`src/rtl/cga_pkg.sv`:
```
// Shared definitions for the CGA palette controller: port
// addresses, phase/state enums and the default CGA palette.
package cga_pkg;

    localparam logic [1:0] ADDR_WR_IDX = 2'd0;
    localparam logic [1:0] ADDR_DATA   = 2'd1;
    localparam logic [1:0] ADDR_RD_IDX = 2'd2;
    localparam logic [1:0] ADDR_STATUS = 2'd3;

    typedef enum logic [1:0] {
        PH_R = 2'd0,
        PH_G = 2'd1,
        PH_B = 2'd2
    } phase_t;

    typedef enum logic {
        ST_INIT = 1'b0,
        ST_RUN  = 1'b1
    } state_t;

    // Entry i is CGA_DEFAULT_PALETTE[i], packed {R,G,B}.
    localparam logic [15:0][17:0] CGA_DEFAULT_PALETTE = {
        {6'h3F, 6'h3F, 6'h3F},
        {6'h3F, 6'h3F, 6'h15},
        {6'h3F, 6'h15, 6'h3F},
        {6'h3F, 6'h15, 6'h15},
        {6'h15, 6'h3F, 6'h3F},
        {6'h15, 6'h3F, 6'h15},
        {6'h15, 6'h15, 6'h3F},
        {6'h15, 6'h15, 6'h15},
        {6'h2A, 6'h2A, 6'h2A},
        {6'h2A, 6'h15, 6'h00},
        {6'h2A, 6'h00, 6'h2A},
        {6'h2A, 6'h00, 6'h00},
        {6'h00, 6'h2A, 6'h2A},
        {6'h00, 6'h2A, 6'h00},
        {6'h00, 6'h00, 6'h2A},
        {6'h00, 6'h00, 6'h00}
    };

    function automatic logic [5:0] comp_sel(
        input logic [17:0] e,
        input phase_t      ph
    );
        case (ph)
            PH_R:    return e[17:12];
            PH_G:    return e[11:6];
            default: return e[5:0];
        endcase
    endfunction

endpackage

```
`src/rtl/cga_palette_ctrl_if.sv`:
```
// CPU port of the palette controller.
// master = CPU side, slave = palette controller side.
interface cga_palette_ctrl_if;

    logic       bus_cs;
    logic       bus_wr;
    logic       bus_rd;
    logic [1:0] bus_addr;
    logic [7:0] bus_din;
    logic [7:0] bus_dout;
    logic       bus_wait;

    modport master (
        output bus_cs, bus_wr, bus_rd, bus_addr, bus_din,
        input  bus_dout, bus_wait
    );

    modport slave (
        input  bus_cs, bus_wr, bus_rd, bus_addr, bus_din,
        output bus_dout, bus_wait
    );

endinterface

```
`src/rtl/cga_palette_regfile.sv`:
```
// 16 x 18-bit palette storage: one synchronous write port,
// asynchronous pixel and CPU read ports.
module cga_palette_regfile (
    input  logic        clk,
    input  logic        we,
    input  logic [3:0]  waddr,
    input  logic [17:0] wdata,
    input  logic [3:0]  pix_addr,
    output logic [17:0] pix_data,
    input  logic [3:0]  cpu_addr,
    output logic [17:0] cpu_data
);

    // Contents need no reset: INIT rewrites every entry.
    logic [17:0] mem [16];

    always_ff @(posedge clk) begin
        if (we) begin
            mem[waddr] <= wdata;
        end
    end

    assign pix_data = mem[pix_addr];
    assign cpu_data = mem[cpu_addr];

endmodule

```
`src/rtl/cga_palette_ctrl.sv`:
```
// Programmable 16-entry CGA palette with DAC-style CPU port.
// Ports: clk, rst_n, bus (CPU slave), video/video_blank in, RGB out.
module cga_palette_ctrl
    import cga_pkg::*;
#(
    parameter bit G_LSB           = 1'b1,
    parameter bit COMMIT_IN_BLANK = 1'b1
) (
    input  logic               clk,
    input  logic               rst_n,
    cga_palette_ctrl_if.slave  bus,
    input  logic [3:0]         video,
    input  logic               video_blank,
    output logic [5:0]         red,
    output logic [6:0]         green,
    output logic [5:0]         blue
);

    state_t      state;
    logic [3:0]  init_cnt;
    logic [3:0]  mask;
    logic [3:0]  wr_idx;
    logic [3:0]  rd_idx;
    phase_t      wr_phase;
    phase_t      rd_phase;
    logic [5:0]  buf_r;
    logic [5:0]  buf_g;
    logic        pend_valid;
    logic [17:0] pend_rgb;
    logic [3:0]  pend_idx;

    logic        in_init;
    logic        commit;
    logic        wr_req;
    logic        rd_req;
    logic        stall;
    logic        wr_go;
    logic        rf_we;
    logic [3:0]  rf_waddr;
    logic [17:0] rf_wdata;
    logic [17:0] pix_data;
    logic [17:0] cpu_data;
    logic        unused_din;

    assign unused_din = ^bus.bus_din[7:6];

    assign in_init = (state == ST_INIT);
    assign commit  = pend_valid &
                     (video_blank | ~COMMIT_IN_BLANK);
    assign wr_req  = bus.bus_cs & bus.bus_wr;
    assign rd_req  = bus.bus_cs & bus.bus_rd;

    // A third component can only be taken if the pending
    // slot frees up in this same cycle.
    assign stall = wr_req &
                   (in_init |
                    ((bus.bus_addr == ADDR_DATA) &
                     (wr_phase == PH_B) &
                     pend_valid & ~commit));

    assign bus.bus_wait = stall;
    assign wr_go        = wr_req & ~stall;

    assign rf_we    = in_init | commit;
    assign rf_waddr = in_init ? init_cnt : pend_idx;
    assign rf_wdata = in_init ? CGA_DEFAULT_PALETTE[init_cnt]
                              : pend_rgb;

    cga_palette_regfile u_regfile (
        .clk      (clk),
        .we       (rf_we),
        .waddr    (rf_waddr),
        .wdata    (rf_wdata),
        .pix_addr (video & mask),
        .pix_data (pix_data),
        .cpu_addr (rd_idx),
        .cpu_data (cpu_data)
    );

    always_ff @(posedge clk or negedge rst_n) begin
        if (!rst_n) begin
            state        <= ST_INIT;
            init_cnt     <= 4'd0;
            mask         <= 4'hF;
            wr_idx       <= 4'd0;
            rd_idx       <= 4'd0;
            wr_phase     <= PH_R;
            rd_phase     <= PH_R;
            buf_r        <= 6'd0;
            buf_g        <= 6'd0;
            pend_valid   <= 1'b0;
            pend_rgb     <= 18'd0;
            pend_idx     <= 4'd0;
            bus.bus_dout <= 8'd0;
            red          <= 6'd0;
            green        <= {6'd0, G_LSB};
            blue         <= 6'd0;
        end else begin
            if (in_init) begin
                init_cnt <= init_cnt + 4'd1;
                if (init_cnt == 4'd15) begin
                    state <= ST_RUN;
                end
            end

            if (commit) begin
                pend_valid <= 1'b0;
            end

            if (rd_req) begin
                if (in_init) begin
                    bus.bus_dout <= 8'd0;
                end else begin
                    case (bus.bus_addr)
                        ADDR_WR_IDX: bus.bus_dout <= {4'd0, wr_idx};
                        ADDR_DATA: begin
                            bus.bus_dout <=
                                {2'b00, comp_sel(cpu_data, rd_phase)};
                            if (rd_phase == PH_B) begin
                                rd_phase <= PH_R;
                                rd_idx   <= rd_idx + 4'd1;
                            end else begin
                                rd_phase <= phase_t'(rd_phase + 2'd1);
                            end
                        end
                        ADDR_RD_IDX: bus.bus_dout <= {4'd0, rd_idx};
                        default: bus.bus_dout <=
                            {pend_valid, 1'b0, wr_phase, mask};
                    endcase
                end
            end

            // Index writes come after the read so they take
            // priority on a combined strobe.
            if (wr_go) begin
                case (bus.bus_addr)
                    ADDR_WR_IDX: begin
                        wr_idx   <= bus.bus_din[3:0];
                        wr_phase <= PH_R;
                    end
                    ADDR_DATA: begin
                        case (wr_phase)
                            PH_R: begin
                                buf_r    <= bus.bus_din[5:0];
                                wr_phase <= PH_G;
                            end
                            PH_G: begin
                                buf_g    <= bus.bus_din[5:0];
                                wr_phase <= PH_B;
                            end
                            PH_B: begin
                                pend_rgb   <= {buf_r, buf_g,
                                               bus.bus_din[5:0]};
                                pend_idx   <= wr_idx;
                                pend_valid <= 1'b1;
                                wr_phase   <= PH_R;
                                wr_idx     <= wr_idx + 4'd1;
                            end
                            default: wr_phase <= PH_R;
                        endcase
                    end
                    ADDR_RD_IDX: begin
                        rd_idx   <= bus.bus_din[3:0];
                        rd_phase <= PH_R;
                    end
                    default: mask <= bus.bus_din[3:0];
                endcase
            end

            if (in_init | video_blank) begin
                red   <= 6'd0;
                green <= {6'd0, G_LSB};
                blue  <= 6'd0;
            end else begin
                red   <= pix_data[17:12];
                green <= {pix_data[11:6], G_LSB};
                blue  <= pix_data[5:0];
            end
        end
    end

endmodule

```
`src/flat_wrapper.sv`:
```
// flat-port wrapper written by rule: the top's interface ports become plain ports
module cga_palette_ctrl_flat import cga_pkg::*;
#(
    parameter bit G_LSB           = 1'b1,
    parameter bit COMMIT_IN_BLANK = 1'b1
)
  (clk, rst_n, video, video_blank, red, green, blue, bus_bus_cs, bus_bus_wr, bus_bus_rd, bus_bus_addr, bus_bus_din, bus_bus_dout, bus_bus_wait);
  cga_palette_ctrl_if bus_i ();
  input  logic clk;
  input  logic rst_n;
  input  logic [3:0] video;
  input  logic video_blank;
  output logic [5:0] red;
  output logic [6:0] green;
  output logic [5:0] blue;
  input wire logic [$bits(bus_i.bus_cs)-1:0] bus_bus_cs;
  input wire logic [$bits(bus_i.bus_wr)-1:0] bus_bus_wr;
  input wire logic [$bits(bus_i.bus_rd)-1:0] bus_bus_rd;
  input wire logic [$bits(bus_i.bus_addr)-1:0] bus_bus_addr;
  input wire logic [$bits(bus_i.bus_din)-1:0] bus_bus_din;
  output wire logic [$bits(bus_i.bus_dout)-1:0] bus_bus_dout;
  output wire logic [$bits(bus_i.bus_wait)-1:0] bus_bus_wait;
  assign bus_i.bus_cs = bus_bus_cs;
  assign bus_i.bus_wr = bus_bus_wr;
  assign bus_i.bus_rd = bus_bus_rd;
  assign bus_i.bus_addr = bus_bus_addr;
  assign bus_i.bus_din = bus_bus_din;
  assign bus_bus_dout = bus_i.bus_dout;
  assign bus_bus_wait = bus_i.bus_wait;
  cga_palette_ctrl #(.G_LSB(G_LSB), .COMMIT_IN_BLANK(COMMIT_IN_BLANK)) u_core (.clk(clk), .rst_n(rst_n), .bus(bus_i), .video(video), .video_blank(video_blank), .red(red), .green(green), .blue(blue));
endmodule
```
`config.mk`:
```
export PLATFORM = sky130hd
export DESIGN_NAME = cga_palette_ctrl_flat
export DESIGN_NICKNAME = d
export VERILOG_FILES = /design/src/rtl/cga_pkg.sv /design/src/rtl/cga_palette_ctrl_if.sv /design/src/rtl/cga_palette_regfile.sv /design/src/rtl/cga_palette_ctrl.sv /design/src/flat_wrapper.sv
export SDC_FILE = /design/constraint.sdc
export NUM_CORES = 1
export LEC_CHECK = 0
export BUFFER_PORTS_ARGS = -buffer_cell sky130_fd_sc_hd__buf_2
export CORE_MARGIN = 2
export CORE_UTILIZATION = 45
export DETAILED_ROUTE_END_ITERATION = 10
export PLACE_DENSITY_LB_ADDON = 0.1
export SLEW_MARGIN = 0
export SYNTH_ARGS = -nofsm -noshare
export SYNTH_HDL_FRONTEND = slang
export SYNTH_SLANG_ARGS = --single-unit
```
`constraint.sdc`:
```
create_clock -name clk -period 3.2 [get_ports clk]
set_input_delay 0.48 -clock clk [delete_from_list [all_inputs] [get_ports clk]]
set_output_delay 0.48 -clock clk [all_outputs]
set_load 0.02 [all_outputs]
```
==> impl_metrics.tcl, run 1 <==
set metrics [dict create \
    netlist_area_pre_place_sq_um 17100 \
    overflow_left_after_global_routing 0 \
    r2r_end "u_core.u_regfile.mem[13][0]$_DFFE_PP_" \
    postSynth.asyncResetShare_pct 22.0 \
    leakagePower_nw 6.97 \
    fin_crit_ns 2.70 \
    num_io_pins 48 \
    crit_fanout 22 \
    postSynthRegisterBits 369 \
    biggest_area_consumer_among_synthesized_cells "edfxtp_1" \
    clk_root_buffer_cell "clkbuf_16" \
    multi_input_comb_area_sq_um 6040 \
    totalWireLength_mm 46.0 \
    fin_nets 1128 \
    setup-tns-final_ns 0 \
    clock-skew-final_ns 0.0151 \
    cp-end-kind "flip-flop" \
    layout_worst_path_cycle_share_pct 84.3 \
    critical_path.reg2reg.startpoint "u_core.state$_DFF_PN0_" \
    die_area_sq_um 39500 \
    clock_latency_ns 0.53 \
    synth-warning-count 0 \
    avgRoutedWirePerCell_um 28.0 \
    drt-initial-drc-count 851 \
    placed_cell_area_sq_um 18200 \
    required_worst_endpoint_ns 3.41 \
    post_synth.cell_area_avg_sq_um 16.8 \
    flip_flop_and_latch_area_sq_um 10700 \
    worst_path_most_repeated_cell "nand2_1" \
    grt_max_degree 39 \
    antenna_left 0 \
    setup.reg_to_reg.worst_slack_ns 0.50 \
    clk_pin_slew_ns 0.06 \
    maxCapViolCount 0 \
    cp_slowest_stage_delay_ns 0.75 \
    hp-start "bus_bus_din[4]" \
    rows 71 \
    layout-area-overhead-vs-synth_pct 14.2 \
    number_of_global_route_vias_before_repair 10300 \
    drc_errors 0 \
    drv_slew 0 \
    synth-seq-area-share_pct 62.6 \
    clk_path_buf_depth 3 \
    hold-path-cell-count 2 \
    filler_cell_count 3134 \
    dpl.cell_count 1571 \
    synth_edf_count 288 \
    initial_utilization_pct 45.5 \
    place_hpwl_mm 29.5 \
    post-synth-top-area-fraction_pct 50.7 \
    crit_chain "nand2_1, o21ai_0, nand2_1, nor2_2, buf_4" \
    timing.critical_path.slowest_stage_cell "dfrtp_1" \
    fin_area_sq_um 19500 \
    numClockSinks 369 \
    tritoncts "done" \
    port-buffer-count 43 \
    timing.final.hold_violations 0 \
    worst_ir_drop_on_vdd_uv 558 \
    worstHoldEndpoint "u_core.pend_rgb[4]$_DFFE_PN0P_" \
    critPathKind "flip-flop to flip-flop" \
    drt_first_pass_iters 5 \
    synth_nets 1039 \
    instance_count_of_the_mapped_netlist 1015 \
    critPathArrivalTime_ns 2.91 \
    cts_post_setup_buffers_inserted 0 \
    report.final.setup_viol 0 \
    synth.lib_cells_used.distinct 47 \
    worstHoldPathType "input pin to flip-flop" \
    grt_first_pass_wirelength_mm 68.5 \
    p_per_area_nw_per_um2 643 \
    antenna_found_initial 0 \
    tightest_slew_ns 1.31 \
    placeableCoreArea_sq_um 37500 \
    gpl.final_weighted_congestion 0.832 \
    synth_area_leaders "edfxtp_1 51%, mux4_2 18%, dfrtp_1 11%" \
    layout-drive-gt1-share_pct 34.1 \
    n_antenna_cell 0 \
    outcome "finished clean" \
    instances_no_fill 1645 \
    unrepaired_setup_endpoints_after_global_routing "false" \
    r2r_cells 5 \
    slew_headroom_pct 12.8 \
    vias_per_cell 6.07 \
    synthTopCellsByCount "288 x edfxtp_1, 138 x mux4_2, 77 x dfrtp_1" \
    timing.critical_path.from_type "flip-flop" \
    track_usage_pct 24.4 \
    ys_dominant_reg_cell "edfxtp_1" \
    synthMostInstantiatedCell "edfxtp_1" \
    fmax_ghz 0.371 \
    cts_made_buffers 41 \
    ctsHtreeMaxLevel 2 \
    floorplan.die.width_um 199 \
    detailed_route_via_count 9982 \
    vertical_die_dimension_um 199 \
]
==> what timing repair did <==
| action | 4_1_cts | 5_1_grt |
|---|---|---|
| hold buffers | 1 | 0 |
| endpoints found under the hold margin | 14 | 0 |
| gates resized for setup | 0 | 0 |
| endpoints found under the setup margin | 0 | 0 |
==> per-layer routing <==
metal	vias to the layer above	wire (um)	share of wire [%]	track usage [%]
met5	-	0	0	0
met4	0	1120	2.4	6.47
met3	77	2730	5.9	4.05
met2	339	22600	49	40.3
met1	5313	19600	43	33.9
li1	4253	-	-	-
==> cell usage in the layout (no fill, tap or decap), types with 16 or more instances in the layout <==
cell	n
mux2i_1	41
dfrtp_1	74
buf_2	42
clkbuf_16	41
buf_4	64
nand2_1	73
a21oi_1	18
nor2_2	16
nor2_1	33
o21ai_0	34
nor2b_1	24
a211oi_1	39
mux4_2	138
edfxtp_1	288
mux2_2	41
==> worst max-delay path: cells and delay by family, from the launching register on <==
kind	cells	cell delay (ns)
AOI/OAI and AO/OA	1	0.27
buffers and inverters	1	0.38
DFF	1	0.75
and+or+nand+nor	3	0.97
==> sequential cells by signal (all words and copies together), names as in the netlist, 2 cells and up <==
name,cells
u_core.buf_r,6
u_core.pend_idx,4
u_core.bus.bus_dout,7
u_core.blue,6
u_core.red,6
u_core.mask,4
u_core.rd_phase,2
u_core.green,6
u_core.buf_g,6
u_core.rd_idx,4
u_core.init_cnt,4
u_core.u_regfile.mem,288
u_core.wr_idx,4
u_core.pend_rgb,18
u_core.wr_phase,2
==> power by group <==
group	total [mW]	switching (mW)	internal, mW	leakage (nW)
combinational	2.40	1.28	1.12	2.66
clock	4.40	1.81	2.58	0.608
sequential	5.73	0.261	5.47	3.70
==> worst max-delay path by stage <==
| stage | startpoint | endpoint | slack [ns] | cells past startpoint |
|---|---|---|---|---|
| floorplan | u_core.state$_DFF_PN0_ | u_core.u_regfile.mem[14][0]$_DFFE_PP_ | 0.92 | 6 |
| global placement | u_core.rd_idx[0]$_DFF_PN0_ | u_core.bus.bus_dout[3]$_DFFE_PN0P_ | 0.47 | 7 |
| detailed placement | u_core.state$_DFF_PN0_ | u_core.u_regfile.mem[13][0]$_DFFE_PP_ | 0.47 | 6 |
| global route | u_core.state$_DFF_PN0_ | u_core.u_regfile.mem[13][7]$_DFFE_PP_ | 0.34 | 5 |
| finish | u_core.state$_DFF_PN0_ | u_core.u_regfile.mem[13][0]$_DFFE_PP_ | 0.50 | 5 |
| CTS | u_core.state$_DFF_PN0_ | u_core.u_regfile.mem[13][7]$_DFFE_PP_ | 0.46 | 6 |
==> metrics by stage <==
stage	utilization [%]	hold slack, ns	setup slack, ns	power [mW]
after floorplan	-	0.184	0.917	7.38
after global placement	48.6	0.462	0.469	8.25
after detailed placement	48.6	0.468	0.470	8.25
after CTS	52.0	0.209	0.460	12.7
after global routing	52.0	0.221	0.344	13.0
final	52.0	0.238	0.502	12.5
==> cell families (layout without fill, tap and decap cells) <==
kind of cell / after synthesis / after routing / share of synthesized area [%]
compound gates: 135 / 135 / 5.26
xor+xnor: 6 / 6 / 0.308
fa+ha+maj: 4 / 4 / 0.293
buf+inv: 78 / 197 / 2.27
flops: 369 / 369 / 62.6
mux: 224 / 224 / 23.7
other cells: 2 / 2 / 0.0440
simple gates: 197 / 197 / 5.51
==> layout make-up <==
cell class	count	area share, %
flip-flops and latches	369	54.9
inverters	11	0.212
clock buffers	61	5.96
repair buffers	113	4.21
clock inverters	12	0.450
well taps	511	3.28
multi-input cells	568	31.0
No activity file was read; power rests on OpenSTA's default activity.
==> run 2: changes to the inputs <==
==> constraint.sdc (replaced) <==
create_clock -name clk -period 2.56 [get_ports clk]
set_input_delay 0.384 -clock clk [delete_from_list [all_inputs] [get_ports clk]]
set_output_delay 0.384 -clock clk [all_outputs]
set_load 0.02 [all_outputs]
==> impl_metrics.tcl, run 2 (synthesized netlist as in run 1, its figures left out) <==
set metrics [dict create \
    fmax_ghz 0.424 \
    grt_max_degree 41 \
    ctsHtreeMaxLevel 2 \
    n_antenna_cell 0 \
    clock_latency_ns 0.57 \
    antenna_found_initial 0 \
    cts_made_buffers 41 \
    combinational_share_of_power_pct 20.1 \
    p_int_mw 11.8 \
    track_usage_pct 24.8 \
    layout_worst_path_cycle_share_pct 92.2 \
    initial_utilization_pct 45.5 \
    port-buffer-count 43 \
    mostFrequentLayoutCell "edfxtp_1" \
    drt_first_pass_iters 4 \
    r2r_cells 8 \
    post-layout-total-power_mw 16.1 \
    rows 71 \
    vias_per_cell 6.02 \
    tritoncts "done" \
    required_worst_endpoint_ns 2.99 \
    totalWireLength_mm 46.6 \
    numClockSinks 369 \
    placeableCoreArea_sq_um 37500 \
    clk_pin_slew_ns 0.06 \
    timing.final.hold_violations 0 \
    leakagePower_nw 7.20 \
    worst_path_most_repeated_cell "buf_12" \
    p_per_area_nw_per_um2 805 \
    share_seq_of_total_power_pct 44.0 \
    critical_path.reg2reg.startpoint "u_core.rd_idx[0]$_DFF_PN0_" \
    setup-tns-final_ns 0 \
    layout-drive-gt1-share_pct 36.0 \
    power_switching_share_pct 26.7 \
    die_area_sq_um 39500 \
    report.final.setup_viol 0 \
    unrepaired_setup_endpoints_after_global_routing "false" \
    vertical_die_dimension_um 199 \
    worst_ir_drop_on_vdd_uv 577 \
    fin_nets 1160 \
    detailed_route_via_count 10100 \
    floorplan.die.width_um 199 \
    power.switching_mw 4.29 \
    cp-end-kind "flip-flop" \
    critPathKind "flip-flop to flip-flop" \
    cp_slowest_stage_delay_ns 0.52 \
    layout.cells.most_common_list "288 x edfxtp_1, 138 x mux4_2, 82 x buf_4" \
    clk_path_buf_depth 3 \
    number_of_flip_flops_in_the_largest_register 288 \
    number_of_global_route_vias_before_repair 10300 \
    critPathArrivalTime_ns 2.79 \
    r2r_end "u_core.bus.bus_dout[4]$_DFFE_PN0P_" \
    overflow_left_after_global_routing 0 \
    timing.critical_path.to "u_core.bus.bus_dout[4]$_DFFE_PN0P_" \
    cts_post_setup_buffers_inserted 0 \
    avgRoutedWirePerCell_um 27.7 \
    timing.critical_path.slowest_stage_cell "mux4_2" \
    outcome "finished clean" \
    fin_crit_ns 2.36 \
    tightest_slew_ns 1.34 \
    postCtsHoldBufs 1 \
    num_io_pins 48 \
    crit_chain "buf_12, buf_12, mux4_2, mux2i_1, nor2_1, o31ai_1, buf_4, a221oi_1" \
    drc_errors 0 \
    setup.reg_to_reg.worst_slack_ns 0.20 \
    place_hpwl_mm 31.2 \
    drv_slew 0 \
    maxCapViolCount 0 \
    clock-skew-final_ns 0.0150 \
    timing.critical_path.from_type "flip-flop" \
    grt_first_pass_wirelength_mm 69.2 \
    layout-area-overhead-vs-synth_pct 17.1 \
    antenna_left 0 \
    crit_fanout 16 \
    layout_top_registers "u_core.u_regfile.mem x288, u_core.pend_rgb x18, u_core.bus.bus_dout x7" \
    gpl.final_weighted_congestion 0.812 \
    top_register "u_core.u_regfile.mem" \
    drt-initial-drc-count 792 \
    setup.worst_path.start "u_core.rd_idx[0]$_DFF_PN0_" \
    clk_root_buffer_cell "clkbuf_16" \
    cts_resized 0 \
    worstHoldPathType "input pin to flip-flop" \
    power_frac_clock_pct 35.9 \
    slew_headroom_pct 10.5 \
]
==> run 2: changes by cell type in the layout (fill, tap and decap cells not counted), sizes merged <==
cell	previous run	this run
clkinv	8	7
buf	112	144
bufinv	1	3
clkbuf	61	62
clkinvlp	2	1
inv	12	13
==> run 2: worst min-delay path by stage <==
stage                              start                          end  slack (ns)  depth (start not counted)
final                     bus_bus_din[4]  u_core.buf_g[4]$_DFFE_PN0P_        0.10                          2
after floorplan                    rst_n     u_core.blue[0]$_DFF_PN0_        0.09                          0
after detailed placement           rst_n     u_core.blue[4]$_DFF_PN0_        0.47                          1
after global placement             rst_n     u_core.blue[4]$_DFF_PN0_        0.47                          1
after CTS                 bus_bus_din[4]  u_core.buf_g[4]$_DFFE_PN0P_        0.08                          2
after global routing      bus_bus_din[4]  u_core.buf_g[4]$_DFFE_PN0P_        0.11                          2
==> run 2: critical path, delay by kind of cell, from the launching register on <==
| family | cells | cell delay, ns |
|---|---|---|
| buffers and inverters | 3 | 0.55 |
| multiplexers | 2 | 0.66 |
| AND/OR/NAND/NOR | 1 | 0.08 |
| AO/OA/AOI/OAI | 2 | 0.45 |
| flip-flops | 1 | 0.48 |
==> run 2: layout make-up <==
type,count,area [sq um]
Clock buffer,62,1160
Clock inverter,13,146
Fill cell,3114,17500
Inverter,11,41.3
Multi-Input combinational cell,568,6040
Sequential cell,369,10700
Tap cell,511,639
Timing Repair Buffer,145,1240
==> run 2: metrics by stage <==
| step | instance area [sq um] | setup WS [ns] | utilization (%) | hold WS, ns | cells |
|---|---|---|---|---|---|
| floorplan | 17100 | 0.277 | - | 0.0884 | 1015 |
| global placement | 18600 | 0.168 | 49.7 | 0.466 | 1603 |
| detailed placement | 18600 | 0.167 | 49.7 | 0.469 | 1603 |
| CTS | 20000 | 0.165 | 53.2 | 0.0754 | 1679 |
| global route | 20000 | 0.131 | 53.2 | 0.105 | 1679 |
| finish | 20000 | 0.200 | 53.2 | 0.104 | 1679 |
==> run 2: power groups by stage <==
| stage | combinational, mW | sequential, mW | clock [mW] |
|---|---|---|---|
| CTS | 3.26 | 7.06 | 5.91 |
| global placement | 3.24 | 7.17 | 0 |
| floorplan | 2.08 | 7.14 | 0 |
| finish | 3.23 | 7.07 | 5.78 |
| detailed placement | 3.25 | 7.18 | 0 |
| global route | 3.46 | 7.09 | 6.15 |
==> run 2: routing by layer <==
layer | share of wire (%) | track usage [%] | wire length [um] | vias up
met4 | 3.2 | 9.04 | 1480 | 0
met5 | 0 | 0 | 0 | -
met1 | 43 | 35.2 | 20300 | 5316
met3 | 6.3 | 4.63 | 2920 | 79
li1 | - | - | - | 4339
met2 | 47 | 38.5 | 21900 | 371
==> run 3: changes to the inputs <==
--- a/config.mk
+++ b/config.mk
@@ -6,6 +6,7 @@
 export NUM_CORES = 1
 export LEC_CHECK = 0
 export BUFFER_PORTS_ARGS = -buffer_cell sky130_fd_sc_hd__buf_2
+export CORE_ASPECT_RATIO = 2
 export CORE_MARGIN = 2
 export CORE_UTILIZATION = 45
 export DETAILED_ROUTE_END_ITERATION = 10
@@ -13,4 +14,5 @@
 export SLEW_MARGIN = 0
 export SYNTH_ARGS = -nofsm -noshare
 export SYNTH_HDL_FRONTEND = slang
+export SYNTH_HIERARCHICAL = 1
 export SYNTH_SLANG_ARGS = --single-unit
==> impl_metrics.tcl, run 3 <==
set metrics [dict create \
    tightest_slew_ns 1.20 \
    antenna_found_initial 0 \
    number_of_global_route_vias_before_repair 10600 \
    vertical_die_dimension_um 279 \
    track_usage_pct 25.2 \
    n_antenna_cell 0 \
    placement.setup.worst_slack_ns -0.116 \
    synth.lib_cells_used.distinct 54 \
    initial_utilization_pct 45.6 \
    hp-start "bus_bus_din[4]" \
    drv_slew 0 \
    flip_flop_and_latch_area_sq_um 10700 \
    dpl.cell_count 1486 \
    power_switching_share_pct 27.1 \
    cts_made_buffers 35 \
    biggest_area_consumer_among_synthesized_cells "edfxtp_1" \
    worstHoldEndpoint "u_core/buf_r[4]$_DFFE_PN0P_" \
    worstHoldPathType "input pin to flip-flop" \
    mostFrequentLayoutCell "edfxtp_1" \
    final_critical_path_setup_slack_ns 0.0415 \
    placeableCoreArea_sq_um 37200 \
    setup.reg_to_reg.worst_slack_ns 0.04 \
    crit_fanout 5 \
    r2r_cells 10 \
    drt-initial-drc-count 694 \
    outcome "finished clean" \
    synthTopCellsByCount "288 x edfxtp_1, 100 x mux4_2, 86 x nand2_1" \
    fin_nets 1100 \
    grt_first_pass_wirelength_mm 70.1 \
    leakagePower_nw 7.31 \
    report.final.setup_viol 0 \
    floorplan.die.width_um 141 \
    layout.cells.most_common_list "288 x edfxtp_1, 101 x mux4_2, 83 x nand2_1" \
    port-buffer-count 43 \
    die_area_sq_um 39300 \
    synth-warning-count 6 \
    synth-seq-area-share_pct 63.0 \
    place_hpwl_mm 32.4 \
    instances_no_fill 1561 \
    clk_path_buf_depth 3 \
    netlist_area_pre_place_sq_um 17000 \
    totalWireLength_mm 48.2 \
    critPathArrivalTime_ns 2.93 \
    layout-area-overhead-vs-synth_pct 18.0 \
    maxCapViolCount 0 \
    multi_input_comb_area_sq_um 6050 \
    detailed_route_via_count 9796 \
    top_register "u_core/u_regfile/mem" \
    ctsHtreeMaxLevel 2 \
    timing.critical_path.from_type "flip-flop" \
    hold-path-cell-count 2 \
    slew_headroom_pct 19.8 \
    synth_edf_count 288 \
    cp-end-kind "flip-flop" \
    share_seq_of_total_power_pct 42.4 \
    clock-skew-final_ns 0.0187 \
    antenna_left 0 \
    critical_path.reg2reg.startpoint "u_core/rd_idx[0]$_DFF_PN0_" \
    required_worst_endpoint_ns 2.97 \
    fmax_ghz 0.397 \
    numClockSinks 369 \
    rows 100 \
    synth_area_leaders "edfxtp_1 51%, mux4_2 13%, dfrtp_1 11%" \
    gpl.final_weighted_congestion 0.861 \
    filler_cell_count 2964 \
    instance_count_of_the_mapped_netlist 958 \
    clk_pin_slew_ns 0.07 \
    p_int_mw 12.0 \
    num_io_pins 48 \
    avgRoutedWirePerCell_um 30.9 \
    number_of_flip_flops_in_the_largest_register 288 \
    postSynth.asyncResetShare_pct 22.0 \
    p_per_area_nw_per_um2 823 \
    final_core_utilization_pct 53.8 \
    tritoncts "done" \
    clock_latency_ns 0.54 \
    r2r_end "u_core/bus.bus_dout[2]$_DFFE_PN0P_" \
    overflow_left_after_global_routing 0 \
    worst_ir_drop_on_vdd_uv 571 \
    synth_nets 982 \
    power.switching_mw 4.46 \
    vias_per_cell 6.28 \
    postSynthRegisterBits 369 \
    drt_first_pass_iters 4 \
    critPathKind "flip-flop to flip-flop" \
    layout-drive-gt1-share_pct 36.5 \
    layout_top_registers "u_core/u_regfile/mem x288, u_core/pend_rgb x18, u_core/bus.bus_dout x7" \
    combinational_share_of_power_pct 22.6 \
    ys_dominant_reg_cell "edfxtp_1" \
    post-synth-top-area-fraction_pct 51.0 \
    synthMostInstantiatedCell "edfxtp_1" \
    layout_worst_path_cycle_share_pct 98.4 \
    timing.final.hold_violations 0 \
    setup-tns-final_ns 0 \
    drc_errors 0 \
    fin_crit_ns 2.52 \
    grt_max_degree 45 \
    post_synth.cell_area_avg_sq_um 17.7 \
    clk_root_buffer_cell "clkbuf_16" \
    power_frac_clock_pct 35.0 \
]
==> run 3: cell count changes in the layout (fill, tap and decap cells not counted), moves of 15 or more <==
| cell | before | now |
|---|---|---|
| nor2b_1 | 24 | 4 |
| a22oi_1 | 5 | 61 |
| a22oi_2 | 0 | 15 |
| mux4_2 | 138 | 101 |
| o21ai_0 | 34 | 12 |
| mux4_1 | 0 | 43 |
| and2_1 | 3 | 22 |
| a211oi_1 | 39 | 3 |
| mux2i_1 | 41 | 3 |
| nor2_1 | 33 | 10 |
==> run 3: cells by family (layout without fill, tap and decap cells) <==
| group | Yosys count | count (layout) | synth area share [%] |
|---|---|---|---|
| adder cells (fa/ha/maj) | 4 | 4 | 0.295 |
| buffers and inverters | 78 | 222 | 2.56 |
| other | 2 | 2 | 0.0443 |
| flip-flops | 369 | 369 | 63.0 |
| AND/OR/NAND/NOR | 184 | 184 | 5.24 |
| XOR/XNOR | 6 | 6 | 0.310 |
| AO/OA/AOI/OAI | 124 | 124 | 5.25 |
| multiplexers | 191 | 191 | 23.3 |
==> run 3: worst max-delay path, stage by stage (launching register included) <==
cell     delay [ns]
dfrtp_4        0.50
buf_6          0.14
buf_12         0.13
buf_4          0.13
mux4_2         0.42
a22oi_1        0.23
nand2_1        0.10
nor2b_1        0.14
a211o_1        0.34
a22oi_1        0.16
o21ai_0        0.10
==> run 3: layer usage <==
| metal | GRT usage (%) | vias to the layer above | share of wire, % |
|---|---|---|---|
| met3 | 2.62 | 101 | 3.9 |
| met4 | 10.4 | 0 | 4.4 |
| li1 | - | 4164 | - |
| met1 | 27.6 | 5243 | 34 |
| met5 | 0 | - | 0 |
| met2 | 48.7 | 288 | 58 |
==> run 3: through the flow <==
stage	power (mW)	hold WS, ns	cell area, sq um
after floorplan	9.14	0.0884	17000
after global routing	17.0	0.123	20000
after global placement	10.5	0.340	18400
after detailed placement	10.5	0.343	18400
after CTS	16.3	0.106	19700
final	16.5	0.123	20000
==> run 3: worst max-delay path by stage <==
stage / start / endpoint / slack [ns] / depth (start not counted)
2_1_floorplan: u_core/state$_DFF_PN0_ / u_core/u_regfile/mem[1][0]$_DFFE_PP_ / -0.28 / 6
4_1_cts: u_core/rd_idx[0]$_DFF_PN0_ / u_core/bus.bus_dout[3]$_DFFE_PN0P_ / -0.02 / 8
3_3_place_gp: u_core/rd_idx[0]$_DFF_PN0_ / u_core/bus.bus_dout[3]$_DFFE_PN0P_ / -0.11 / 9
6_report: u_core/rd_idx[0]$_DFF_PN0_ / u_core/bus.bus_dout[2]$_DFFE_PN0P_ / 0.04 / 10
5_1_grt: u_core/rd_idx[0]$_DFF_PN0_ / u_core/bus.bus_dout[2]$_DFFE_PN0P_ / -0.01 / 10
3_5_place_dp: u_core/rd_idx[0]$_DFF_PN0_ / u_core/bus.bus_dout[3]$_DFFE_PN0P_ / -0.12 / 9
==> run 3: power by group through the flow <==
stage | sequential (mW) | clock [mW] | combinational [mW]
2_1_floorplan | 7.05 | 0 | 2.09
3_3_place_gp | 7.10 | 0 | 3.37
3_5_place_dp | 7.11 | 0 | 3.40
4_1_cts | 6.99 | 5.87 | 3.42
5_1_grt | 7.00 | 6.08 | 3.94
6_report | 6.98 | 5.76 | 3.73
==> run 3: what timing repair did <==
| action | CTS | global route |
|---|---|---|
| pin swaps | 1 | 12 |
| resized for setup | 9 | 36 |
| cloned | 0 | 2 |
| endpoints found under the setup margin | 6 | 6 |
| hold buffers | 1 | 0 |
| endpoints found under the hold margin | 22 | 0 |
| buffers inserted | 0 | 9 |
==> run 3: area by class of cell <==
| class | instances | share of cell area (%) |
|---|---|---|
| clock inverter | 16 | 1.34 |
| clock buffer | 47 | 5.02 |
| multi-input combinational | 511 | 30.2 |
| timing repair buffer | 144 | 6.82 |
| tap | 459 | 2.87 |
| inverter | 15 | 0.281 |
| sequential | 369 | 53.4 |
